--- src/rtl/debounce_bank_if.sv ---
// debounce_bank_if: pin-side and event-side signals of the debounce bank.
//   sig_in     raw asynchronous button/switch pins, one bit per channel
//   sig_out    debounced level, same polarity as the pin
//   pressed    one-cycle pulse on entry to the pressed state
//   released   one-cycle pulse on exit from the pressed state
//   long_press one-cycle pulse once a press has lasted LONG_CYCLES
//   long_held  level, from the long_press cycle until release
// master = board side (drives pins, consumes events); slave = debouncer.
interface debounce_bank_if #(
    parameter int CHANNELS = 2
);
    logic [CHANNELS-1:0] sig_in;
    logic [CHANNELS-1:0] sig_out;
    logic [CHANNELS-1:0] pressed;
    logic [CHANNELS-1:0] released;
    logic [CHANNELS-1:0] long_press;
    logic [CHANNELS-1:0] long_held;

    modport master (
        output sig_in,
        input  sig_out, pressed, released, long_press, long_held
    );

    modport slave (
        input  sig_in,
        output sig_out, pressed, released, long_press, long_held
    );
endinterface

--- src/rtl/debounce_bank.sv ---
// debounce_bank: CHANNELS independent button debouncers with edge pulses and
// long-press detection, clocked by clk25.
//   clk25  system clock
//   rst    asynchronous reset, active-high
//   bus    debounce_bank_if slave port (pins in, debounced level/events out)
// debounce_chan is the per-channel slice instantiated once per channel.

module debounce_chan #(
    parameter int STABLE_CYCLES = 250000,
    parameter int LONG_CYCLES   = 25000000,
    parameter bit ACTIVE_LOW    = 1'b1
) (
    input  logic clk25,
    input  logic rst,
    input  logic sig_i,
    output logic sig_o,
    output logic pressed_o,
    output logic released_o,
    output logic long_press_o,
    output logic long_held_o
);
    localparam logic IDLE = ACTIVE_LOW ? 1'b1 : 1'b0;
    localparam int   SW   = $clog2(STABLE_CYCLES + 1);
    localparam int   LW   = $clog2(LONG_CYCLES + 1);
    localparam logic [SW-1:0] STABLE_TC = SW'(STABLE_CYCLES - 1);
    localparam logic [LW-1:0] LONG_MAX  = LW'(LONG_CYCLES);
    localparam logic [LW-1:0] LONG_TC   = LW'(LONG_CYCLES - 1);

    logic          s1_q, s2_q;
    logic          level_q, level_d;
    logic [SW-1:0] stab_q, stab_d;
    logic [LW-1:0] long_q, long_d;
    logic          pressed_q, pressed_d;
    logic          released_q, released_d;
    logic          long_press_q, long_press_d;
    logic          long_held_q, long_held_d;
    logic          act_q, act_d;

    always_comb begin
        level_d = level_q;
        stab_d  = '0;
        // Any sample matching the current level restarts the filter.
        if (s2_q != level_q) begin
            if (stab_q == STABLE_TC) begin
                level_d = s2_q;
            end else begin
                stab_d = stab_q + SW'(1);
            end
        end

        act_q = (level_q != IDLE);
        act_d = (level_d != IDLE);

        // Pulses are computed from the next level so they line up with sig_o.
        pressed_d  = act_d && !act_q;
        released_d = act_q && !act_d;

        // Count only while pressed on both sides of the edge, so the counter
        // is back at zero the cycle released pulses; saturation means the
        // terminal compare can only hit once per press.
        long_d       = '0;
        long_press_d = 1'b0;
        if (act_q && act_d) begin
            long_d       = (long_q == LONG_MAX) ? long_q : long_q + LW'(1);
            long_press_d = (long_q == LONG_TC);
        end
        long_held_d = act_d && (long_held_q || long_press_d);
    end

    always_ff @(posedge clk25 or posedge rst) begin
        if (rst) begin
            s1_q         <= IDLE;
            s2_q         <= IDLE;
            level_q      <= IDLE;
            stab_q       <= '0;
            long_q       <= '0;
            pressed_q    <= 1'b0;
            released_q   <= 1'b0;
            long_press_q <= 1'b0;
            long_held_q  <= 1'b0;
        end else begin
            s1_q         <= sig_i;
            s2_q         <= s1_q;
            level_q      <= level_d;
            stab_q       <= stab_d;
            long_q       <= long_d;
            pressed_q    <= pressed_d;
            released_q   <= released_d;
            long_press_q <= long_press_d;
            long_held_q  <= long_held_d;
        end
    end

    assign sig_o        = level_q;
    assign pressed_o    = pressed_q;
    assign released_o   = released_q;
    assign long_press_o = long_press_q;
    assign long_held_o  = long_held_q;
endmodule

module debounce_bank #(
    parameter int CHANNELS      = 2,
    parameter int STABLE_CYCLES = 250000,
    parameter int LONG_CYCLES   = 25000000,
    parameter bit ACTIVE_LOW    = 1'b1
) (
    input  logic             clk25,
    input  logic             rst,
    debounce_bank_if.slave   bus
);
    logic [CHANNELS-1:0] sig_out_w;
    logic [CHANNELS-1:0] pressed_w;
    logic [CHANNELS-1:0] released_w;
    logic [CHANNELS-1:0] long_press_w;
    logic [CHANNELS-1:0] long_held_w;

    for (genvar c = 0; c < CHANNELS; c++) begin : g_ch
        debounce_chan #(
            .STABLE_CYCLES (STABLE_CYCLES),
            .LONG_CYCLES   (LONG_CYCLES),
            .ACTIVE_LOW    (ACTIVE_LOW)
        ) u_ch (
            .clk25        (clk25),
            .rst          (rst),
            .sig_i        (bus.sig_in[c]),
            .sig_o        (sig_out_w[c]),
            .pressed_o    (pressed_w[c]),
            .released_o   (released_w[c]),
            .long_press_o (long_press_w[c]),
            .long_held_o  (long_held_w[c])
        );
    end

    assign bus.sig_out    = sig_out_w;
    assign bus.pressed    = pressed_w;
    assign bus.released   = released_w;
    assign bus.long_press = long_press_w;
    assign bus.long_held  = long_held_w;
endmodule

--- src/flat_wrapper.sv ---
// flat-port wrapper written by rule: the top's interface ports become plain ports
module debounce_bank_flat 
#(
    parameter int CHANNELS      = 2,
    parameter int STABLE_CYCLES = 250000,
    parameter int LONG_CYCLES   = 25000000,
    parameter bit ACTIVE_LOW    = 1'b1
)
  (clk25, rst, bus_sig_in, bus_sig_out, bus_pressed, bus_released, bus_long_press, bus_long_held);
  debounce_bank_if #(.CHANNELS(CHANNELS)) bus_i ();
  input  logic clk25;
  input  logic rst;
  input wire logic [$bits(bus_i.sig_in)-1:0] bus_sig_in;
  output wire logic [$bits(bus_i.sig_out)-1:0] bus_sig_out;
  output wire logic [$bits(bus_i.pressed)-1:0] bus_pressed;
  output wire logic [$bits(bus_i.released)-1:0] bus_released;
  output wire logic [$bits(bus_i.long_press)-1:0] bus_long_press;
  output wire logic [$bits(bus_i.long_held)-1:0] bus_long_held;
  assign bus_i.sig_in = bus_sig_in;
  assign bus_sig_out = bus_i.sig_out;
  assign bus_pressed = bus_i.pressed;
  assign bus_released = bus_i.released;
  assign bus_long_press = bus_i.long_press;
  assign bus_long_held = bus_i.long_held;
  debounce_bank #(.CHANNELS(CHANNELS), .STABLE_CYCLES(STABLE_CYCLES), .LONG_CYCLES(LONG_CYCLES), .ACTIVE_LOW(ACTIVE_LOW)) u_core (.clk25(clk25), .rst(rst), .bus(bus_i));
endmodule
--- config.mk ---
export PLATFORM = sky130hd
export DESIGN_NAME = debounce_bank_flat
export DESIGN_NICKNAME = d
export VERILOG_FILES = /design/src/rtl/debounce_bank_if.sv /design/src/rtl/debounce_bank.sv /design/src/flat_wrapper.sv
export SDC_FILE = /design/constraint.sdc
export NUM_CORES = 1
export LEC_CHECK = 0
export ABC_CLOCK_PERIOD_IN_PS = 6000
export CORE_UTILIZATION = 45
export CTS_CLUSTER_SIZE = 12
export DETAILED_ROUTE_END_ITERATION = 7
export HOLD_SLACK_MARGIN = 0.15
export SLEW_MARGIN = 30
export SYNTH_ARGS = -nofsm -noshare
export SYNTH_HDL_FRONTEND = slang
export SYNTH_HIERARCHICAL = 1
export SYNTH_SLANG_ARGS = --single-unit
--- constraint.sdc ---
create_clock -name clk25 -period 6 [get_ports clk25]
set_clock_uncertainty 0.2 [all_clocks]
set_input_delay 1.8 -clock clk25 [delete_from_list [all_inputs] [get_ports clk25]]
set_output_delay 1.8 -clock clk25 [all_outputs]
set_load 0.02 [all_outputs]
# Word-level counts from Yosys, hierarchy flattened
# Index checks and enable logic that the tools add are counted.
# op_classes
n_addsub,4
n_eq_ne,10
muxes,14
bitwise_logic,4
n_reduce_logical,10
# op_table
op,count
25-bit == test (second input constant),4
25-bit 2-to-1 mux,4
18-bit 2-to-1 mux,4
25-bit by 1-bit adder with 25-bit output (second input constant),2
18-bit by 1-bit adder with 18-bit output (second input constant),2
18-bit == test (second input constant),2
1-bit logical AND,8
1-bit 2-to-1 mux,6
2-bit != test (second input constant),2
1-bit NOT,4
1-bit logical OR,2
1-bit != test,2
# totals
ff_bits,100
inputBits,4
output_inout_bits,10
elab_cells,60

# Longest topological paths before layout
# depth
word_depth,8
depth_mapped,7
depth_no_buf,6

# Modules after synthesis
# Netlist, hierarchy kept.
# by_module_without_submodules
module,instances,cells_each,area_each_um2,seq_area_each_um2
debounce_chan,2,259,2553.7,1255.0

# Worst setup path before layout
# OpenSTA, ideal clock, no wires.
# synth_path
path_kind,reg-to-output
start,register u_core.g_ch[0].u_ch.level_q
end,output bus_sig_out[0]
t_arrival_ps,594
required_time_ps,4000
path_slack_ps,3406
path_stages_with_launch,1
n_path_buf,0
cell_sequence,dfstp_2
# synth_rtl
item,line_no,source
start: declaration,debounce_bank.sv:30,"logic level_q, level_d;"
start signal: assignment,debounce_bank.sv:84,level_q <= level_d;
end: declaration,flat_wrapper.sv:14,output wire logic [$bits(bus_i.sig_out)-1:0] bus_sig_out;
# No word-level cell between the ends.

# Worst setup path after layout
# layout_path
start,register u_core.g_ch[1].u_ch.level_q
end,output bus_sig_out[1]
# layout_rtl
item,line_no
start: declaration,debounce_bank.sv:30
start signal: assignment,debounce_bank.sv:84
# No word-level cell between the ends.

==> impl_summary.log <==
[metrics] cell type with the highest aggregate area in the netlist: sky130_fd_sc_hd__dfrtp_1
[metrics] Max-Slew Margin vs Limit: 0.520
[metrics] overall die area: between 0.01 and 0.015 sq mm
[metrics] crit path max-delay cell type: sky130_fd_sc_hd__clkdlybuf4s50_1
[metrics] startpoint of the worst-slack reg-to-reg timing path: u_core/g_ch[1].u_ch/stab_q[6]
[metrics] peak clock frequency supported by timing: 283 MHz
[metrics] Detailed Place HPWL: 6640 microns
[metrics] critical path endpoint category: output port
[metrics] ys flop type: sky130_fd_sc_hd__dfrtp_1
[metrics] share of cells above drive strength 1: 0.0694
[metrics] critical path's top delay family: buffers and inverters
[metrics] net count reported at finish: 538
[metrics] hold bufs inserted after CTS: 0
[metrics] DRC violation count after routing: 0
[metrics] ys async rst share: 1.00
[metrics] I/O pin count: 14
[metrics] filler instances: 1,036
[metrics] cell count of the worst reg-to-reg path: 5
[metrics] RSZ-0062 raised after global routing: false
[metrics] top-area cell type share of the netlist area: 0.461
[metrics] total area of sequential cells: 0.00251 sq mm
[metrics] share of the core filled with cells: 0.515
[metrics] sequential share of the synthesized area: 0.491
[metrics] run status: complete, no violations
[metrics] H-tree Lvls: 3
[metrics] fraction of power consumed by sequential logic: 0.532
[metrics] finished layout cell area: 0.00563 sq mm
[metrics] 1st-iter DRT viols: 189
[metrics] IO buf count: 13
[metrics] largest net degree at the start of global routing: 51
[metrics] average detailed-routed wire length per instance: approximately 15 microns
[metrics] CP Buf/Inv Count: 1
[metrics] required time of the worst setup path: 4.00 ns
[metrics] Worst Setup Path Type: register to output port
[metrics] final clock period utilization by the worst path: 0.588
[metrics] number of setup violations in the final report: 0
[metrics] worst path cell trace: clkdlybuf4s50_1
[metrics] number of global-route vias before repair: 3,587
[metrics] setup TNS after final layout: 0 ns
[metrics] count of warnings emitted by yosys: 6
[metrics] area growth from synthesis to final layout: 10.3%
[metrics] library cells used by synthesis: 38
[metrics] Die Ht: 109 microns
[metrics] RD Place Congestion: 0.783
[metrics] vias per std cell: 5.63
[metrics] post-placement cell count: 657
[metrics] number of cells in the finished layout apart from fillers: 673
[metrics] minimum period implied by the final worst setup slack: 3.53 ns
[metrics] number of optimization iterations in the first detailed-route pass: 4
[metrics] initial antenna violation count: 0
[metrics] first-pass GRT wire length: 17,100 microns
[metrics] most area-consuming cells after synthesis: sky130_fd_sc_hd__dfrtp_1 (46%), sky130_fd_sc_hd__xor2_1 (6.2%), sky130_fd_sc_hd__nand4_1 (4.7%), sky130_fd_sc_hd__nor2_1 (4.6%), sky130_fd_sc_hd__dfstp_2 (3.1%)
[metrics] static power due to leakage: about 2.2 nW
[metrics] final hold violation count: 0
[metrics] worst reg2reg setup slack: 3.19 ns
[metrics] Internal Pwr Total: about 0.0010 W
[metrics] area of the multi-input gates: 0.00242 sq mm
[metrics] post-synth net total: roughly 530
[metrics] gate count of the mapped netlist: approximately 520
[metrics] transition time at the pin with the least slew margin: between 0.7 and 0.8 ns
[metrics] global route total overflow: 0
[metrics] worst skew pair latency: 0.34 ns
[metrics] peak supply drop: 0.119 mV
[metrics] arrival time of the worst setup path: 1.53 ns
[metrics] post-synthesis register bit count: 100
[metrics] max-cap violations: 0
[metrics] EDFF count, synth: 0
[metrics] final antenna-violating net count: 0
[metrics] post-CTS setup buffer count: 0
[metrics] Worst-path clk slew: 0.07 ns
[metrics] Hold Crit Endpoint: u_core/g_ch[0].u_ch/s2_q
[metrics] die width: 109 microns
[metrics] TritonCTS Buffers: 9
[metrics] worst reg2reg endpoint: u_core/g_ch[1].u_ch/long_q[18]
[metrics] clock sink count: 100
[metrics] post-synthesis instance area: 0.00511 sq mm
[metrics] combinational share of power: 0.021
[metrics] delay contributed by the slowest stage of the critical path: 0.61 ns
[metrics] reported net switching power: approximately 0.00028 W
[metrics] Min-Delay Path Class: register to register
[metrics] Placement Cell Area: 0.00534 sq mm
[metrics] clock network fraction of design power: 0.447
[metrics] Hold Path Cell Cnt: 0
[metrics] crit-path max FO: 5
[metrics] number of antenna repair diodes: 0
[metrics] GRT Resource Usage Total: 0.186
[metrics] count of standard-cell rows: 38
[metrics] Max clock buf depth: 2
[metrics] Max Transition Viols Final: 0
[metrics] post-detailed-routing wire length: 10,100 microns
[metrics] library cell used as clock root buffer: sky130_fd_sc_hd__clkbuf_16
[metrics] post-CTS resize count: 0
[metrics] critical path launch point type: register
[metrics] CTS tree: built
[metrics] initial core utilization: 0.467
[metrics] power per unit of standard cell area: 229 mW/mm^2
[metrics] average cell area after synthesis: between 9 and 10 sq um
[metrics] Std-Cell Core Area: 0.0109 sq mm
[metrics] worst hold path startpoint: u_core/g_ch[0].u_ch/s1_q
[metrics] routed vias: about 3,800
[metrics] Switching Share: 0.217
-- power by group through the flow --
stage / Clock [W] / Combinational, W / Sequential (W)
after floorplan: 0 / 0.0000207 / 0.000697
after detailed placement: 0 / 0.0000288 / 0.000699
after global routing: 0.000617 / 0.0000328 / 0.000686
after global placement: 0 / 0.0000276 / 0.000699
after CTS: 0.000595 / 0.0000288 / 0.000686
final: 0.000576 / 0.0000272 / 0.000686
-- sequential cells by signal (all words and copies together) (netlist names) --
| register | flops |
|---|---|
| u_core/g_ch.u_ch/pressed_o | 2 |
| u_core/g_ch.u_ch/stab_q | 36 |
| u_core/g_ch.u_ch/s1_q | 2 |
| u_core/g_ch.u_ch/released_o | 2 |
| u_core/g_ch.u_ch/long_q | 50 |
| u_core/g_ch.u_ch/long_press_o | 2 |
| u_core/g_ch.u_ch/s2_q | 2 |
| u_core/g_ch.u_ch/long_held_o | 2 |
| u_core/g_ch.u_ch/sig_o | 2 |
-- cell type report --
cell class | count | area share
clock buffer | 10 | 0.0406
multi-input combinational | 382 | 0.430
sequential | 100 | 0.445
tap | 140 | 0.0311
clock inverter | 6 | 0.0115
inverter | 20 | 0.0142
timing repair buffer | 15 | 0.0271
-- per-layer routing --
metal,vias to the layer above,wire (microns),part of all wire,GRT usage
li1,1909,-,-,-
met1,1819,5050,0.50,0.258
met2,52,4610,0.46,0.294
met3,11,270,0.027,0.0332
met5,-,0,0,0
met4,0,127,0.013,0.0608
-- synthesized netlist by cell type, drive strengths merged, types with 18 or more instances --
cell type	count
a21oi	28
dfrtp	94
inv	20
nand2	22
nand3	24
nand4	38
nor2	62
o21ai	20
or3	18
or4	18
xnor2	18
xor2	36
-- cell usage in the layout, fill, tap and decap left out, drive strengths merged, types with 10 or more instances in the layout --
master         netlist  layout
dfrtp               94      94
nor2                62      62
nand4               38      38
xor2                36      36
a21oi               28      28
nand3               24      24
nand2               22      22
inv                 20      20
o21ai               20      20
or4                 18      18
or3                 18      18
xnor2               18      18
nor4                14      14
clkdlybuf4s50        0      13
and4                12      12
o31ai               12      12
clkbuf               8      10
-- cells by family after synthesis --
| logic type | count (synthesis) | synth area share |
|---|---|---|
| compound gates | 66 | 0.0818 |
| xor+xnor | 54 | 0.0926 |
| fa+ha+maj | 6 | 0.0147 |
| buf+inv | 36 | 0.0343 |
| flops | 100 | 0.491 |
| mux | 2 | 0.00392 |
| simple gates | 254 | 0.281 |
-- how the worst max path moves through the flow --
stage                                    startpoint                               to  depth (start not counted)
final                     u_core/g_ch[1].u_ch/sig_o                   bus_sig_out[1]                          1
after global routing      u_core/g_ch[1].u_ch/sig_o                   bus_sig_out[1]                          1
after CTS                 u_core/g_ch[1].u_ch/sig_o                   bus_sig_out[1]                          1
after detailed placement  u_core/g_ch[1].u_ch/sig_o                   bus_sig_out[1]                          1
after global placement                          rst   u_core/g_ch[0].u_ch/long_q[21]                          2
after floorplan                                 rst  u_core/g_ch[0].u_ch/long_held_o                          1
-- per-stage QoR --
| stage | total power, W | setup slack [ns] | hold WS, ns |
|---|---|---|---|
| global route | 0.00134 | 2.43 | 0.159 |
| floorplan | 0.000718 | 2.80 | 0.145 |
| CTS | 0.00131 | 2.46 | 0.157 |
| finish | 0.00129 | 2.47 | 0.156 |
| global placement | 0.000726 | 2.67 | 0.147 |
| detailed placement | 0.000727 | 2.84 | 0.147 |
(Power assumes the default switching activity.)
